**src/rtl/rs_array_param.sv**
```systemverilog
// Parametrised Tomasulo reservation station for one functional-unit class.
// Holds renamed instructions until both operands are available. Waiting
// operands are woken by snooping the CDB. Ready entries are handed to the
// functional unit over a valid/ready handshake, either strictly in
// allocation order (head/tail ring) or out of order with round-robin
// fairness.
module rs_array_param #(
  parameter int DATA_W   = 8,
  parameter int TAG_W    = 3,
  parameter int DEPTH    = 4,
  parameter int TAG_BASE = 0,
  parameter bit IN_ORDER = 1'b1
) (
  input  logic                         clk,
  input  logic                         rst_n,
  input  logic                         flush,
  // allocation from the issue stage
  input  logic                         alloc_valid,
  output logic                         alloc_ready,
  input  logic                         alloc_op1_vbit,
  input  logic                         alloc_op2_vbit,
  input  logic [TAG_W-1:0]             alloc_op1_tag,
  input  logic [TAG_W-1:0]             alloc_op2_tag,
  input  logic [DATA_W-1:0]            alloc_op1,
  input  logic [DATA_W-1:0]            alloc_op2,
  output logic [TAG_W-1:0]             alloc_tag,
  // common data bus snoop
  input  logic                         cdb_valid,
  input  logic [TAG_W-1:0]             cdb_tag,
  input  logic [DATA_W-1:0]            cdb_data,
  // dispatch to the functional unit
  output logic                         issue_valid,
  input  logic                         issue_ready,
  output logic [DATA_W-1:0]            issue_op1,
  output logic [DATA_W-1:0]            issue_op2,
  output logic [TAG_W-1:0]             issue_tag,
  // status
  output logic                         full,
  output logic [$clog2(DEPTH+1)-1:0]   occupancy
);

  localparam int PTR_W = $clog2(DEPTH);
  localparam int CNT_W = $clog2(DEPTH+1);

  typedef logic [PTR_W-1:0] ptr_t;
  typedef logic [CNT_W-1:0] cnt_t;

  typedef struct packed {
    logic              busy;
    logic              v1;
    logic [TAG_W-1:0]  t1;
    logic [DATA_W-1:0] d1;
    logic              v2;
    logic [TAG_W-1:0]  t2;
    logic [DATA_W-1:0] d2;
  } entry_t;

  // Reject configurations whose tags would not fit or whose depth is
  // outside the supported range.
  if (DEPTH < 2 || DEPTH > 16) begin : g_bad_depth
    $error("rs_array_param: DEPTH must be in 2..16");
  end
  if (TAG_BASE + DEPTH > 2**TAG_W) begin : g_bad_tag
    $error("rs_array_param: TAG_BASE+DEPTH exceeds the tag space");
  end

  // Ring increment that wraps at DEPTH-1, so DEPTH need not be a power of two.
  function automatic ptr_t ptr_inc(input ptr_t p);
    return (p == ptr_t'(DEPTH-1)) ? '0 : ptr_t'(p + ptr_t'(1));
  endfunction

  // base + k modulo DEPTH, for k in 0..DEPTH-1.
  function automatic ptr_t ptr_add(input ptr_t base, input int k);
    int s;
    s = int'(base) + k;
    if (s >= DEPTH) s = s - DEPTH;
    return ptr_t'(s);
  endfunction

  function automatic logic [TAG_W-1:0] idx_to_tag(input ptr_t idx);
    return TAG_W'(TAG_BASE + int'(idx));
  endfunction

  entry_t ent_q [DEPTH];
  entry_t ent_d [DEPTH];
  ptr_t   head_q, head_d;
  ptr_t   tail_q, tail_d;
  ptr_t   rr_q, rr_d;
  cnt_t   occ_q, occ_d;
  // Stall lock: remembers the presented entry while the unit holds it off,
  // so a newly woken entry cannot steal the slot mid-handshake.
  logic   lock_q, lock_d;
  ptr_t   lock_idx_q, lock_idx_d;

  logic [DEPTH-1:0] rdy;
  ptr_t             free_idx;
  ptr_t             rr_sel;
  logic             rr_found;
  ptr_t             sel_idx;
  logic             sel_valid;
  ptr_t             target;
  logic             alloc_fire;
  logic             issue_fire;
  logic             byp1;
  logic             byp2;

  // Per-entry readiness and lowest-index free slot from registered state.
  // NOTE: every output of a combinational block gets a default before any
  // conditional assignment, otherwise synthesis infers a latch.
  always_comb begin
    rdy      = '0;
    free_idx = '0;
    for (int i = DEPTH-1; i >= 0; i--) begin
      rdy[i] = ent_q[i].busy & ent_q[i].v1 & ent_q[i].v2;
      if (!ent_q[i].busy) free_idx = ptr_t'(i);
    end
  end

  // Round-robin scan: first ready entry at or after rr_q, wrapping.
  always_comb begin
    rr_found = 1'b0;
    rr_sel   = '0;
    for (int k = 0; k < DEPTH; k++) begin
      if (!rr_found && rdy[ptr_add(rr_q, k)]) begin
        rr_found = 1'b1;
        rr_sel   = ptr_add(rr_q, k);
      end
    end
  end

  // Choose the presented entry: head in FIFO mode, locked or scanned entry otherwise.
  always_comb begin
    if (IN_ORDER) begin
      sel_idx   = head_q;
      sel_valid = rdy[head_q];
    end else if (lock_q) begin
      sel_idx   = lock_idx_q;
      sel_valid = 1'b1;
    end else begin
      sel_idx   = rr_sel;
      sel_valid = rr_found;
    end
  end

  assign full        = (occ_q == cnt_t'(DEPTH));
  assign alloc_ready = ~full;
  assign occupancy   = occ_q;
  assign target      = IN_ORDER ? tail_q : free_idx;
  assign alloc_tag   = idx_to_tag(target);
  assign alloc_fire  = alloc_valid & alloc_ready;
  assign issue_fire  = sel_valid & issue_ready;
  assign byp1        = ~alloc_op1_vbit & cdb_valid & (alloc_op1_tag == cdb_tag);
  assign byp2        = ~alloc_op2_vbit & cdb_valid & (alloc_op2_tag == cdb_tag);

  // Present the selected entry; outputs read zero when nothing is ready.
  always_comb begin
    issue_valid = sel_valid;
    issue_op1   = '0;
    issue_op2   = '0;
    issue_tag   = '0;
    if (sel_valid) begin
      issue_op1 = ent_q[sel_idx].d1;
      issue_op2 = ent_q[sel_idx].d2;
      issue_tag = idx_to_tag(sel_idx);
    end
  end

  // Entry next state: CDB capture, issue release, allocation, then flush on top.
  always_comb begin
    for (int i = 0; i < DEPTH; i++) begin
      ent_d[i] = ent_q[i];
      if (ent_q[i].busy && cdb_valid) begin
        if (!ent_q[i].v1 && ent_q[i].t1 == cdb_tag) begin
          ent_d[i].v1 = 1'b1;
          ent_d[i].d1 = cdb_data;
        end
        if (!ent_q[i].v2 && ent_q[i].t2 == cdb_tag) begin
          ent_d[i].v2 = 1'b1;
          ent_d[i].d2 = cdb_data;
        end
      end
      // the issued entry is busy and the target is free, so these never collide
      if (issue_fire && sel_idx == ptr_t'(i)) ent_d[i].busy = 1'b0;
      if (alloc_fire && target == ptr_t'(i)) begin
        ent_d[i].busy = 1'b1;
        ent_d[i].v1   = alloc_op1_vbit | byp1;
        ent_d[i].t1   = alloc_op1_tag;
        ent_d[i].d1   = byp1 ? cdb_data : alloc_op1;
        ent_d[i].v2   = alloc_op2_vbit | byp2;
        ent_d[i].t2   = alloc_op2_tag;
        ent_d[i].d2   = byp2 ? cdb_data : alloc_op2;
      end
      if (flush) ent_d[i] = '0;
    end
  end

  // Pointer, occupancy and stall-lock next state; flush clears everything.
  always_comb begin
    head_d     = head_q;
    tail_d     = tail_q;
    rr_d       = rr_q;
    occ_d      = occ_q;
    lock_d     = lock_q;
    lock_idx_d = lock_idx_q;
    if (issue_fire) begin
      head_d = ptr_inc(head_q);
      rr_d   = ptr_inc(sel_idx);
      lock_d = 1'b0;
    end else if (sel_valid) begin
      lock_d     = 1'b1;
      lock_idx_d = sel_idx;
    end
    if (alloc_fire) tail_d = ptr_inc(tail_q);
    if (alloc_fire && !issue_fire)      occ_d = occ_q + cnt_t'(1);
    else if (!alloc_fire && issue_fire) occ_d = occ_q - cnt_t'(1);
    if (flush) begin
      head_d     = '0;
      tail_d     = '0;
      rr_d       = '0;
      occ_d      = '0;
      lock_d     = 1'b0;
      lock_idx_d = '0;
    end
  end

  // State registers.
  // NOTE: sequential state uses non-blocking assignments so every register
  // samples pre-edge values regardless of statement order.
  // NOTE: the entry array is small and its busy bits must come up clear, so
  // it is reset along with the pointers rather than left as plain storage.
  always_ff @(posedge clk or negedge rst_n) begin
    if (!rst_n) begin
      for (int i = 0; i < DEPTH; i++) ent_q[i] <= '0;
      head_q     <= '0;
      tail_q     <= '0;
      rr_q       <= '0;
      occ_q      <= '0;
      lock_q     <= 1'b0;
      lock_idx_q <= '0;
    end else begin
      for (int i = 0; i < DEPTH; i++) ent_q[i] <= ent_d[i];
      head_q     <= head_d;
      tail_q     <= tail_d;
      rr_q       <= rr_d;
      occ_q      <= occ_d;
      lock_q     <= lock_d;
      lock_idx_q <= lock_idx_d;
    end
  end

endmodule
```
**config.mk**
```make
export PLATFORM = sky130hd
export DESIGN_NAME = rs_array_param
export DESIGN_NICKNAME = d
export VERILOG_FILES = /design/src/rtl/rs_array_param.sv
export SDC_FILE = /design/constraint.sdc
export NUM_CORES = 1
export LEC_CHECK = 0
export CORE_MARGIN = 5
export CORE_UTILIZATION = 45
export CTS_CLUSTER_DIAMETER = 30
export DETAILED_ROUTE_END_ITERATION = 6
export PLACE_DENSITY = 0.71
export SYNTH_ARGS = -nofsm -noshare
export SYNTH_HDL_FRONTEND = slang
export SYNTH_SLANG_ARGS = --single-unit
```
**constraint.sdc**
```tcl
create_clock -name clk -period 7.7 [get_ports clk]
set_clock_uncertainty 0.05 [all_clocks]
set_input_delay 0.77 -clock clk [delete_from_list [all_inputs] [get_ports clk]]
set_output_delay 0.77 -clock clk [all_outputs]
set_load 0.01 [all_outputs]
```
; ---- Word level (Yosys, flattened, before mapping)
; Index checks and enable logic that the tools add are counted.
[totals]
regBits = 107
in_bits = 41
out_inout_bits = 28
word_cells = 198
[op_classes]
addsub = 4
magnitude_cmp = 2
eq_ne = 17
n_mux = 59
bitwise = 20
n_reduce_logical = 65
[ops]
columns = op, count
row1 = $mux 25, 8
row2 = $mux 8, 16
row3 = $reduce_bool 3->1, 17
row4 = $bmux 25 s2, 1
row5 = $mux 20, 2
row6 = $mux 9, 4
row7 = $eq 3x3->1, 10
row8 = $logic_and 1x1->1, 22
row9 = $mux 1, 17
row10 = $reduce_and 2->1, 8
row11 = $and 1x1->1, 14
row12 = $mux 2, 7
row13 = $reduce_bool 2->1, 6
row14 = $logic_not 1->1, 10
row15 = $mux 3, 3
row16 = $eq 2x2->1 const B, 4
row17 = $add 2x1->2 const B, 2
row18 = $eq 2x1->1 const B, 2
row19 = $logic_not 2->1, 2
row20 = $add 3x1->3 const B, 1
row21 = $eq 3x3->1 const B, 1
row22 = $ge 3x3->1 const B, 1
row23 = $lt 2x3->1 const B, 1
row24 = $not 1->1, 3
row25 = 4 further kinds, 5

; ---- Logic depth before layout (Yosys ltp)
; Gate-level depths: netlist (run 1).
[depth]
word_depth = 9
mapped_depth = 10
ltp_nobuf = 8

; ---- Least setup slack after synthesis (run 1)
; OpenSTA, ideal clock, no wires.
[synth_path]
path_kind = register -> register
startpoint = reg head_q[0]
endpoint = reg occ_q[2] (netlist: occupancy[2])
setup_time_ns = 0.125
arrival_ns = 2.344
t_required_ns = 7.525
path_slack_ns = 5.182
path_stages_with_launch = 9
n_path_buf = 1
period_less_slack_ns = 2.518
cell_sequence = dfrtp_1 o311ai_0 clkbuf_1 and2_1 a21oi_1 fa_1 and2_1 mux2i_1 mux2_2
[synth_via]
elab_chain_len = 7
elab_cells_between_ends = 9
classes_between = mux: 4 / bitwise: 1 / reduce/logical: 4
[synth_rtl]
columns = element, line
row1 = from (decl), 86  ; ptr_t head_q, head_d;
row2 = from (signal assigned), 234  ; head_q <= '0;
row3 = from (signal assigned), 242  ; head_q <= head_d;
row4 = $bmux 1 s2 (*), 135  ; sel_valid = rdy[head_q];
row5 = $mux 1 (not written as such) (*), 135
row6 = named net issue_valid, 32  ; output logic issue_valid,
row7 = $and 1x1->1 (*), 151  ; assign issue_fire = sel_valid & issue_ready;
row8 = $logic_not 1->1, 214  ; if (alloc_fire && !issue_fire) occ_d = occ_q + cnt_t'(1);
row9 = $logic_and 1x1->1, 214
row10 = $mux 3, 214
row11 = $mux 3, 216  ; if (flush) begin
row12 = to (signal assigned), 237  ; occ_q <= '0;
row13 = to (signal assigned), 245  ; occ_q <= occ_d;
row14 = to (decl), 89  ; cnt_t occ_q, occ_d;
; Mark *: on every way through the listed nets, which the timed path passes. The rest lies on a longest branch. The select of a mux whose other input is x is not followed.
; A chain may end at the register's enable or synchronous reset.

; ---- Worst setup path in the final report (run 1)
[layout_path]
startpoint = reg head_q[1]
endpoint = out issue_tag[0]
[layout_via]
elab_chain_len = 3
[layout_rtl]
columns = element, line
row1 = $bmux 1 s2, 135
row2 = $mux 1 (not written as such), 135
row3 = $mux 2, 161  ; if (sel_valid) begin
row4 = to (decl), 36  ; output logic [TAG_W-1:0] issue_tag,
; No other way between the ends. The select of a mux whose other input is x is not followed.

==> impl_metrics.tcl, run 1 <==
set metrics [dict create \
    start_kind "flop" \
    clk_pin_slew_ps 70 \
    cts_resized 0 \
    reg2reg_slack_ps 4190 \
    synth_area_sq_um 6150 \
    yosysUniqueCellTypes 40 \
    reg2reg_from "head_q[1]" \
    cts-root-buf "clkbuf_16" \
    timing.final.crit_share 0.525 \
    rows 42 \
    use_met2 0.339 \
    num_antenna_cells 0 \
    die_h_um 127 \
    worst-r2r-cell-count 9 \
    synth_top_cell_by_area "dfrtp_1" \
    use_met3 0.0542 \
    htreeDepth 3 \
    io_buffer_count 66 \
    finalMaxSlewViolations 0 \
    synth-simple-area-share 0.0971 \
    netlist_instances 581 \
    worstHoldPathType "in2async" \
    cts.sinks 107 \
    grt.overflow.total 0 \
    top_usage_layer "met2" \
    place_congestion 0.853 \
    fin_total_pwr_uw 1370 \
    drt_pass1_iterations 5 \
    peakVddDrop_mv 0.152 \
    p_leak_uw 0.00328 \
    core_area_sq_um 13300 \
    antenna_found_initial 0 \
    grt_max_degree 84 \
    ioPinCount 69 \
    synthAdderAreaFrac 0.0195 \
    finalHoldViolCount 0 \
    drt_wl_total_um 16400 \
    cts_tree "built" \
    power_density_nw_per_um2 192 \
    synth.top_cell.area_share 0.436 \
    yosysWarnings 0 \
    grt_pass1_wl_um 26500 \
    r2r_end "occupancy[2]" \
    status "finished clean" \
    setup_viol 0 \
    regArea_sq_um 2680 \
    synth.avg_cell_area_sq_um 10.6 \
    max_freq_mhz 247 \
    dp_slack_ps 3850 \
    die_w_um 127 \
    grt_setup_unrepaired "false" \
    place_hpwl_um 10800 \
    cp-end-kind "output port" \
    use_met1 0.279 \
    multiInputGateArea_sq_um 3220 \
    worstPathArrival_ps 3220 \
    fin_crit_ps 4040 \
    crit_fanout 21 \
    wire_per_inst_um 20.4 \
    synth_top_family_by_area "compound AO/OA/AOI/OAI gates" \
    synth-seq-area-share 0.436 \
    drive_above_1_share 0.166 \
    cp.required_ps 6880 \
    synth_compound_area_frac 0.181 \
    cts_buffer_depth 2 \
    n_fill_cell 1198 \
    area_growth_pct 16.3 \
    hold_buffers 0 \
    slew_headroom 0.292 \
    setup_tns_ps 0 \
    critical_path_class "reg2out" \
    cap_violations 0 \
    grt_pass1_vias 4878 \
    ys_ff_latch 107 \
    synth.area.mux_share 0.180 \
    postLayoutSetupSlackWorst_ps 3660 \
    synth_xor_area_frac 0.0442 \
    cts_buffers 9 \
    drc 0 \
    num_vias 4768 \
    insertion_delay_ps 360 \
    postCtsSetupBuffers 0 \
    tightestPinTransition_ps 1060 \
    drtIter0Drc 326 \
    viasPerCell 5.93 \
    grt_use_total 0.210 \
    ant_nets 0 \
    fin_nets 673 \
    die-area_sq_um 16100 \
    start_util 0.462 \
    synthTopCellsByArea "dfrtp_1 (44%), mux2_2 (9.3%), a21oi_1 (7.2%)" \
]
==> registers in the layout, indices dropped and copies added, names as in the netlist <==
| name | count |
|---|---|
| occupancy | 3 |
| tail_q | 2 |
| head_q | 2 |
| ent_q | 100 |
==> cell type report <==
type / instances / area share
multi-input combinational: 420 / 0.450
sequential: 107 / 0.375
timing repair buffer: 73 / 0.0987
clock buffer: 11 / 0.0340
tap: 176 / 0.0308
inverter: 12 / 0.00630
clock inverter: 5 / 0.00543
==> how the worst max path moves through the flow <==
stage	from	to	slack, ps	cells past startpoint
5_1_grt	head_q[1]	issue_tag[0]	3540	3
4_1_cts	head_q[1]	issue_tag[0]	3660	3
3_3_place_gp	cdb_tag[0]	ent_q[42]	3890	6
6_report	head_q[1]	issue_tag[0]	3660	3
2_1_floorplan	head_q[0]	occupancy[2]	5180	8
3_5_place_dp	cdb_tag[0]	ent_q[12]	3850	6
==> cell families (layout without fill, tap and decap cells) <==
| logic type | count (synthesis) | in the layout |
|---|---|---|
| adder cells (fa/ha/maj) | 9 | 9 |
| AND/OR/NAND/NOR | 122 | 122 |
| buffers and inverters | 55 | 101 |
| multiplexers | 84 | 84 |
| other | 1 | 2 |
| flip-flops | 107 | 107 |
| AO/OA/AOI/OAI | 172 | 172 |
| XOR/XNOR | 31 | 31 |
==> routing by layer <==
metal | routed length [um] | share of wire | vias to the layer above
met5 | 0 | 0 | -
met4 | 352 | 0.021 | 0
met3 | 1150 | 0.070 | 32
met2 | 7860 | 0.48 | 170
met1 | 7040 | 0.43 | 2397
li1 | - | - | 2169
==> placed cells by master (no fill, tap or decap), types with 3 or more instances in the layout <==
cell	instances
a21o_1	16
mux4_2	16
o21ai_2	6
mux2_2	51
o21bai_1	32
nor2_1	9
xnor2_1	7
nand2_1	63
mux2i_1	17
a211oi_1	14
buf_4	8
nand3_1	3
o21a_1	6
or4_1	6
clkinv_4	3
and3_1	20
clkdlybuf4s50_1	64
clkbuf_16	9
dfrtp_1	107
xor2_1	24
nor2b_1	5
inv_1	12
o21ai_0	3
and2_1	3
a21oi_1	88
nand4_1	5
ha_1	8
==> cells in the mapped netlist (all sizes together) <==
cell and n:
xnor2 7, ha 8, or3 2, or4 6
or3b 1, o21a 6, nor2 10, fa 1
a221oi 2, buf 22, nand2 63, dfrtp 107
mux2 51, mux2i 17, a211oi 18, and3 21
nand3 3, a21oi 88, nor4 2, nand4 5
o21ai 9, o21bai 32, mux4 16, o311ai 1
inv 12, conb 1, and2 3, nand4b 1
xor2 24, clkbuf 21, a21o 16, nor2b 5
==> where the power goes <==
part	leakage (uW)	switching [uW]	internal, uW	total (uW)
Sequential	0.00140	36.2	619	655
Combinational	0.00175	147	130	276
Clock	0.000136	213	230	443
==> stage by stage <==
| step | utilization | std cells | hold WS (ps) | instance area, sq um |
|---|---|---|---|---|
| 2_1_floorplan | - | 582 | 395 | 6150 |
| 3_3_place_gp | 0.516 | 788 | 405 | 6870 |
| 3_5_place_dp | 0.516 | 788 | 417 | 6870 |
| 4_1_cts | 0.538 | 804 | 405 | 7150 |
| 5_1_grt | 0.538 | 804 | 427 | 7150 |
| 6_report | 0.538 | 804 | 371 | 7150 |
==> worst max-delay path, stage by stage, from the launching register on <==
cell and delay [ps]:
dfrtp_1 1040, nand3_1 850, and3_1 480, clkdlybuf4s50_1 490
Note: power is estimated with default switching activity, not from simulation.
==> run 2: changes to the inputs <==
Clock period 7.7 ns to 3.8 ns, I/O delays scaled along.
==> impl_metrics.tcl, run 2 (synthesized netlist as in run 1, its figures left out) <==
set metrics [dict create \
    status "finished clean" \
    place_hpwl_um 11200 \
    num_antenna_cells 0 \
    grt_use_total 0.209 \
    cts_buffers 9 \
    fin_crit_ps 2820 \
    regMostFlops "ent_q" \
    largest_register_ffs 100 \
    fin_total_pwr_uw 2770 \
    fin_area_sq_um 7190 \
    drtIter0Drc 477 \
    grt.overflow.total 0 \
    path_cells "clkdlybuf4s50_1 -> xor2_1 -> or4_1 -> o21ai_2 -> mux2_2" \
    io_buffer_count 66 \
    critical_path_class "in2reg" \
    die-area_sq_um 16100 \
    finish.utilization 0.541 \
    cp.depth 5 \
    worstSetupEndpoint "ent_q[63]" \
    rows 42 \
    die_h_um 127 \
    grt_setup_unrepaired "false" \
    wire_per_inst_um 20.5 \
    final_cell_mix "dfrtp_1 (107), a21oi_1 (88), clkdlybuf4s50_1 (64), nand2_1 (63), mux2_2 (51)" \
    start_util 0.462 \
    drt_pass1_iterations 5 \
    crit_buf_inv 1 \
    p_int_uw 1980 \
    drive_above_1_share 0.173 \
    p_comb_frac 0.205 \
    tightestPinTransition_ps 1080 \
    timing.final.crit_share 0.743 \
    cts_buffer_depth 2 \
    peakVddDrop_mv 0.343 \
    crit_slowest_cell "clkdlybuf4s50_1" \
    sequentialPowerShare 0.478 \
    slew_headroom 0.280 \
    r2r_end "ent_q[88]" \
    final_common_cell "dfrtp_1" \
    cts-root-buf "clkbuf_16" \
    clk_pin_slew_ps 70 \
    die_w_um 127 \
    htreeDepth 3 \
    worstHoldPathType "in2async" \
    power_density_nw_per_um2 386 \
    crit_fanout 10 \
    critPathMaxStageDelay_ps 720 \
    drt_wl_total_um 16600 \
    core_area_sq_um 13300 \
    hold_buffers 0 \
    finalHoldViolCount 0 \
    reg2reg_slack_ps 1100 \
    viasPerCell 5.98 \
    start_kind "input pin" \
    cp.required_ps 3980 \
    ant_nets 0 \
    reg2reg_from "occupancy[1]" \
    p_sw_uw 793 \
    drc 0 \
    setup_viol 0 \
    worstPathArrival_ps 3010 \
    fin_nets 680 \
    place_inst 795 \
    p_clk_frac 0.317 \
    cp-startpoint "cdb_tag[0]" \
    grt_pass1_wl_um 26600 \
    switching_share 0.286 \
    postCtsSetupBuffers 0 \
    cap_violations 0 \
    grt_pass1_vias 4924 \
    crit_family "buffers and inverters" \
    num_vias 4849 \
    setup_tns_ps 0 \
    worst-r2r-cell-count 5 \
    place_congestion 0.843 \
    finalMaxSlewViolations 0 \
    post_dp_cell_area_sq_um 6920 \
    cp-end-kind "flop" \
    area_growth_pct 17.0 \
    grt_max_degree 82 \
    antenna_found_initial 0 \
    final_cell_count_no_fill 811 \
    cts_tree "built" \
    cts.sinks 107 \
    ioPinCount 69 \
    p_leak_uw 0.00332 \
    cts_resized 0 \
    insertion_delay_ps 350 \
    max_freq_mhz 354 \
]
==> run 2: cell types whose count changed in the layout (fill, tap and decap cells not counted) <==
cell,delta
clkbuf_1,+1
clkinv_2,+1
buf_4,+7
clkinv_4,-2
==> run 2: area by class of cell <==
type	count	area [sq um]
Sequential cell	107	2680
Clock buffer	12	246
Fill cell	1162	6100
Timing Repair Buffer	80	758
Tap cell	176	220
Multi-Input combinational cell	420	3220
Clock inverter	4	26.3
Inverter	12	45.0
==> run 2: worst min-delay path by stage <==
stage | start | end | slack [ps]
2_1_floorplan | rst_n | ent_q[0] | 30
3_3_place_gp | ent_q[89] | ent_q[89] | 410
3_5_place_dp | ent_q[77] | ent_q[77] | 410
4_1_cts | rst_n | ent_q[89] | 210
5_1_grt | rst_n | ent_q[89] | 250
6_report | rst_n | ent_q[89] | 160
==> run 2: metrics by stage <==
stage	hold slack, ps	setup WS [ps]
6_report	155	975
5_1_grt	248	887
2_1_floorplan	34.4	1280
4_1_cts	213	1010
3_3_place_gp	407	678
3_5_place_dp	414	637
==> run 2: power groups by stage <==
stage                     Combinational (uW)  Sequential [uW]  Clock [uW]
final                                    568             1330         879
after floorplan                          378             1330           0
after global routing                     619             1340         935
after detailed placement                 566             1350           0
after global placement                   548             1340           0
after CTS                                569             1330         893
==> run 2: routing by layer <==
layer | vias to the layer above | routed length (um) | global-route usage
met5 | - | 0 | 0
met4 | 0 | 276 | 0.0700
met3 | 18 | 980 | 0.0450
met2 | 187 | 7920 | 0.346
met1 | 2456 | 7450 | 0.275
li1 | 2188 | - | -
